### src/rtl/mult_arbiter.sv
// Two-requester round-robin front end for a shared shift-add multiplier.
// It grants one requester, sequences the multiplier handshake and returns the product, or flags an error on timeout.
module mult_arbiter #(
  parameter int WIDTH   = 8,
  parameter int TIMEOUT = 63
) (
  input  logic                 clk,
  input  logic                 reset,
  input  logic                 req0,
  input  logic                 req1,
  input  logic [WIDTH-1:0]     a0,
  input  logic [WIDTH-1:0]     b0,
  input  logic [WIDTH-1:0]     a1,
  input  logic [WIDTH-1:0]     b1,
  output logic                 done0,
  output logic                 done1,
  output logic [2*WIDTH-1:0]   result,
  output logic                 err,
  output logic                 busy,
  output logic [WIDTH-1:0]     mul_a,
  output logic [WIDTH-1:0]     mul_b,
  output logic                 mul_start,
  input  logic                 mul_ready,
  input  logic [2*WIDTH-1:0]   mul_product
);

  localparam int CW = $clog2(TIMEOUT + 1);
  localparam logic [CW-1:0] CNT_LAST = CW'(TIMEOUT - 1);

  typedef enum logic [2:0] {
    IDLE, CLEAR, CLEAR_WAIT, LAUNCH, RUN, RESPOND
  } state_t;

  state_t               state_q, state_d;
  logic                 gnt_q, gnt_d;
  logic                 ptr_q, ptr_d;
  logic [WIDTH-1:0]     opa_q, opa_d;
  logic [WIDTH-1:0]     opb_q, opb_d;
  logic [2*WIDTH-1:0]   res_q, res_d;
  logic                 err_q, err_d;
  logic [CW-1:0]        cnt_q, cnt_d;

  always_ff @(posedge clk) begin
    if (reset) begin
      state_q <= IDLE;
      gnt_q   <= 1'b0;
      ptr_q   <= 1'b0;
      opa_q   <= '0;
      opb_q   <= '0;
      res_q   <= '0;
      err_q   <= 1'b0;
      cnt_q   <= '0;
    end else begin
      state_q <= state_d;
      gnt_q   <= gnt_d;
      ptr_q   <= ptr_d;
      opa_q   <= opa_d;
      opb_q   <= opb_d;
      res_q   <= res_d;
      err_q   <= err_d;
      cnt_q   <= cnt_d;
    end
  end

  always_comb begin
    logic pick;
    pick    = 1'b0;
    state_d = state_q;
    gnt_d   = gnt_q;
    ptr_d   = ptr_q;
    opa_d   = opa_q;
    opb_d   = opb_q;
    res_d   = res_q;
    err_d   = err_q;
    cnt_d   = cnt_q;

    case (state_q)
      IDLE: begin
        if (req0 || req1) begin
          // ptr_q names the requester that wins a tie; it flips away from whoever is granted.
          pick    = (req0 && req1) ? ptr_q : req1;
          gnt_d   = pick;
          ptr_d   = ~pick;
          opa_d   = pick ? a1 : a0;
          opb_d   = pick ? b1 : b0;
          res_d   = '0;
          err_d   = 1'b0;
          state_d = mul_ready ? CLEAR : LAUNCH;
        end
      end
      CLEAR: begin
        cnt_d   = '0;
        state_d = CLEAR_WAIT;
      end
      CLEAR_WAIT: begin
        if (!mul_ready) begin
          state_d = LAUNCH;
        end else if (cnt_q == CNT_LAST) begin
          res_d   = '0;
          err_d   = 1'b1;
          state_d = RESPOND;
        end else begin
          cnt_d = cnt_q + CW'(1);
        end
      end
      LAUNCH: begin
        cnt_d   = '0;
        state_d = RUN;
      end
      RUN: begin
        if (mul_ready) begin
          res_d   = mul_product;
          err_d   = 1'b0;
          state_d = RESPOND;
        end else if (cnt_q == CNT_LAST) begin
          res_d   = '0;
          err_d   = 1'b1;
          state_d = RESPOND;
        end else begin
          cnt_d = cnt_q + CW'(1);
        end
      end
      RESPOND: begin
        state_d = IDLE;
      end
      default: begin
        state_d = IDLE;
      end
    endcase
  end

  assign busy      = (state_q != IDLE);
  assign mul_start = (state_q == CLEAR) || (state_q == LAUNCH);
  assign mul_a     = opa_q;
  assign mul_b     = opb_q;
  assign done0     = (state_q == RESPOND) && !gnt_q;
  assign done1     = (state_q == RESPOND) &&  gnt_q;
  assign result    = (state_q == RESPOND) ? res_q : '0;
  assign err       = (state_q == RESPOND) && err_q;

endmodule

### config.mk
export PLATFORM = sky130hd
export DESIGN_NAME = mult_arbiter
export DESIGN_NICKNAME = d
export VERILOG_FILES = /design/src/rtl/mult_arbiter.sv
export SDC_FILE = /design/constraint.sdc
export NUM_CORES = 1
export LEC_CHECK = 0
export CORE_ASPECT_RATIO = 0.75
export CORE_MARGIN = 2
export CORE_UTILIZATION = 43
export CTS_CLUSTER_DIAMETER = 30
export DETAILED_ROUTE_END_ITERATION = 7
export MAX_ROUTING_LAYER = met4
export PLACE_DENSITY_LB_ADDON = 0.05
export SLEW_MARGIN = 5
export SYNTH_ARGS = -nofsm -noshare
export SYNTH_HDL_FRONTEND = slang
export SYNTH_SLANG_ARGS = --single-unit
export TNS_END_PERCENT = 50
### constraint.sdc
create_clock -name clk -period 2.4 [get_ports clk]
set_clock_uncertainty 0.15 [all_clocks]
set_input_delay 0.36 -clock clk [delete_from_list [all_inputs] [get_ports clk]]
set_output_delay 0.36 -clock clk [all_outputs]
set_load 0.01 [all_outputs]
==> impl_metrics.csv <==
group,metric,value,unit
outcome,status,"completed",
global_routing,grt_overflow,0,
global_routing,grtUsageTotal,20.4,%
final_layout,area_growth,48.1,%
final_layout,finalNonFillerCells,407,
critical_path,crit_chain,"nand2b_1, nor2_1, buf_6, and2_1, clkdlybuf4s50_1",
detailed_routing,via_per_inst,5.33,
logic_synthesis,syn_inst,257,
clock_tree,cts_setup_buffers,0,
floorplanning,core_area,4930,um^2
worst_hold_path,whs_path_depth,1,
pwr,p_int,1.38,mW
final_layout,multi_input_area,1200,um^2
critical_path,endpoint_kind,"primary output",
final_layout,n_antenna_cell,0,
logic_synthesis,synth_area_leaders,"dfxtp_1 40%, a211oi_1 11%, mux2i_1 9.5%",
critical_path,cp.depth,5,
floorplanning,fp.dieW,86.8,um
final_layout,fill_cells,437,
pwr,peakVddDrop,0.344,mV
floorplanning,dieArea,5730,um^2
sta,max_freq,439,MHz
sta,tns,0,ps
critical_path,worst-path-buf-inv,2,
floorplanning,start_util,44.8,%
global_routing,antenna_found_initial,0,
detailed_routing,first_pass_iters,4,
sta,hold_viol,0,
clock_tree,numCtsBuffers,5,
final_layout,drive_gt1_share,8.07,%
global_routing,grt_pass1_vias,1940,
critical_path,worstPathMaxFanout,18,
logic_synthesis,syn_nets,312,
clock_tree,clock_sinks,44,
global_routing,grt_pass1_wl,8.91,mm
pwr,seq_power_share,42.3,%
sta,finalWorstPathRequiredPeriod,2280,ps
logic_synthesis,ys_seq_elements,44,
floorplanning,ios,90,
final_layout,final_cell_mix,"88 x clkdlybuf4s50_1, 43 x dfxtp_1, 38 x a21oi_1",
critical_path,crit_type,"reg -> out",
critical_path,cp_slowest_stage_delay,550,ps
logic_synthesis,syn_area,2210,um^2
detailed_routing,drc,0,
placement,port_buffers,89,
logic_synthesis,async_reset_ff_share,0,%
critical_path,cp.arrival,1770,ps
pwr,p_switching,0.615,mW
sta,worst_pin_slew,333,ps
final_layout,regArea,885,um^2
sta,setup_viol,0,
pwr,p_sw_share,30.8,%
logic_synthesis,yosys.area.top_type_share,39.9,%
logic_synthesis,synthDistinctLibCells,35,
global_routing,grt_max_degree,33,
pwr,power_density,609,nW/um^2
logic_synthesis,synth_area_leader_cell,"dfxtp_1",
clock_tree,cts_tree,"yes",
final_layout,fin_nets,401,
sta,final-max-slew-violation-count,0,
critical_path,reg2reg_setup_slack,440,ps
critical_path,reg2reg_depth,5,
detailed_routing,dr_total_vias,2169,
logic_synthesis,synth.yosys.warnings,0,
critical_path,slowest_stage,"clkdlybuf4s50_1",
detailed_routing,drt_iter0_markers,76,
run,cap_viol_max_count,0,
clock_tree,cts.path.max_buffers,2,
clock_tree,h-tree-depth,2,
sta,slew-limit-headroom,77.2,%
pwr,leakage,1.26,nW
clock_tree,clk_pin_slew,80,ps
detailed_routing,wl_per_cell,13.5,um
clock_tree,clkLatencyLatePin,290,ps
detailed_routing,ant_nets,0,
logic_synthesis,synth_edf_count,0,
pwr,p_comb_share,33.6,%
floorplanning,fp.dieH,66.1,um
logic_synthesis,ys_seq_area_share,39.9,%
worst_hold_path,worst_hold_path_type,"reg -> reg",
pwr,p_clk_share,24.1,%
final_layout,final_common_cell,"clkdlybuf4s50_1",
placement,place_congestion,0.810,
detailed_routing,drt-total-wl,5.50,mm
clock_tree,cts_root_buf,"clkbuf_8",
sta,rsz0062_at_grt,"false",
sta,fin_crit_sh,94.9,%
placement,place_inst,399,
critical_path,required,1890,ps
critical_path,crit_family,"buffers and inverters",
logic_synthesis,ys.flop_type,"dfxtp_1",
placement,dp_hpwl,4.06,mm
logic_synthesis,synth_area_per_cell,8.60,um^2
floorplanning,rows,22,
critical_path,start_kind,"register",
==> final cells by class <==
type,instances,share of cell area [%]
Clock buffer,8,2.75
Sequential cell,44,27.0
Inverter,4,0.459
Tap cell,60,2.29
Timing Repair Buffer,103,30.6
Multi-Input combinational cell,188,36.8
==> final timing paths <==
kind,startpoint,end
setup / recovery,state_q[1],err
hold / removal,err_q,err_q
setup reg to reg,state_q[0],cnt_q[1]
hold reg to reg,err_q,err_q
==> metrics by stage <==
| step | power, mW | area, um^2 | util, % | setup WS (ps) | hold slack, ps |
|---|---|---|---|---|---|
| 6_report | 1.99 | 3270 | 66.4 | 123 | 319 |
| 5_1_grt | 2.11 | 3270 | 66.4 | 9.40 | 349 |
| 4_1_cts | 2.01 | 3260 | 66.2 | 63.5 | 322 |
| 3_5_place_dp | 1.53 | 3170 | 64.4 | 240 | 303 |
| 3_3_place_gp | 1.51 | 3170 | 64.4 | 281 | 298 |
| 2_1_floorplan | 1.23 | 2210 | - | 643 | 282 |
==> routing by layer <==
layer	global-route usage, %	routed length (um)	vias to the layer above
met4	6.45	56	0
met3	4.74	329	5
met1	27.9	2700	979
met2	30.1	2410	69
met5	-	0	-
li1	-	-	1116
==> sequential cells by signal, indices dropped and copies added, names as in the netlist <==
signal and cells:
res_q 16, mul_a 8, mul_b 8, cnt_q 6, state_q 3, err_q 1
gnt_q 1, ptr_q 1
==> logic make-up after synthesis <==
family / share of synthesized area, %
fa+ha+maj: 1.13
mux: 9.51
compound gates: 25.0
flops: 39.9
buf+inv: 5.78
simple gates: 18.7
==> synth_stat cells (3+ instances only) <==
| cell | number |
|---|---|
| nand3_1 | 8 |
| nor3_1 | 3 |
| and2_1 | 18 |
| buf_2 | 8 |
| dfxtp_1 | 44 |
| mux2i_1 | 21 |
| and3_1 | 3 |
| clkbuf_1 | 8 |
| a211oi_1 | 33 |
| nor2_1 | 23 |
| o21ai_0 | 4 |
| nand2b_1 | 3 |
| inv_1 | 4 |
| nand2_1 | 9 |
| or3_1 | 7 |
| a21oi_1 | 38 |
==> what timing repair did <==
action / CTS / global route
resized for setup: 2 / 3
hold buffers: 0 / 0
endpoints found under the setup margin: 7 / 9
==> power by group through the flow <==
stage | registers, mW | clock network [mW] | logic (mW)
2_1_floorplan | 0.877 | 0 | 0.352
3_3_place_gp | 0.854 | 0 | 0.660
3_5_place_dp | 0.859 | 0 | 0.668
4_1_cts | 0.843 | 0.492 | 0.672
5_1_grt | 0.851 | 0.520 | 0.735
6_report | 0.843 | 0.481 | 0.670
==> worst register-to-register path, stage by stage, from the launching register on <==
cell and delay [ps]:
dfxtp_4 370, buf_4 170, or4b_4 540, o2bb2ai_2 170
or3_1 340, a21oi_2 150
Power figures use the tool's default switching activity.
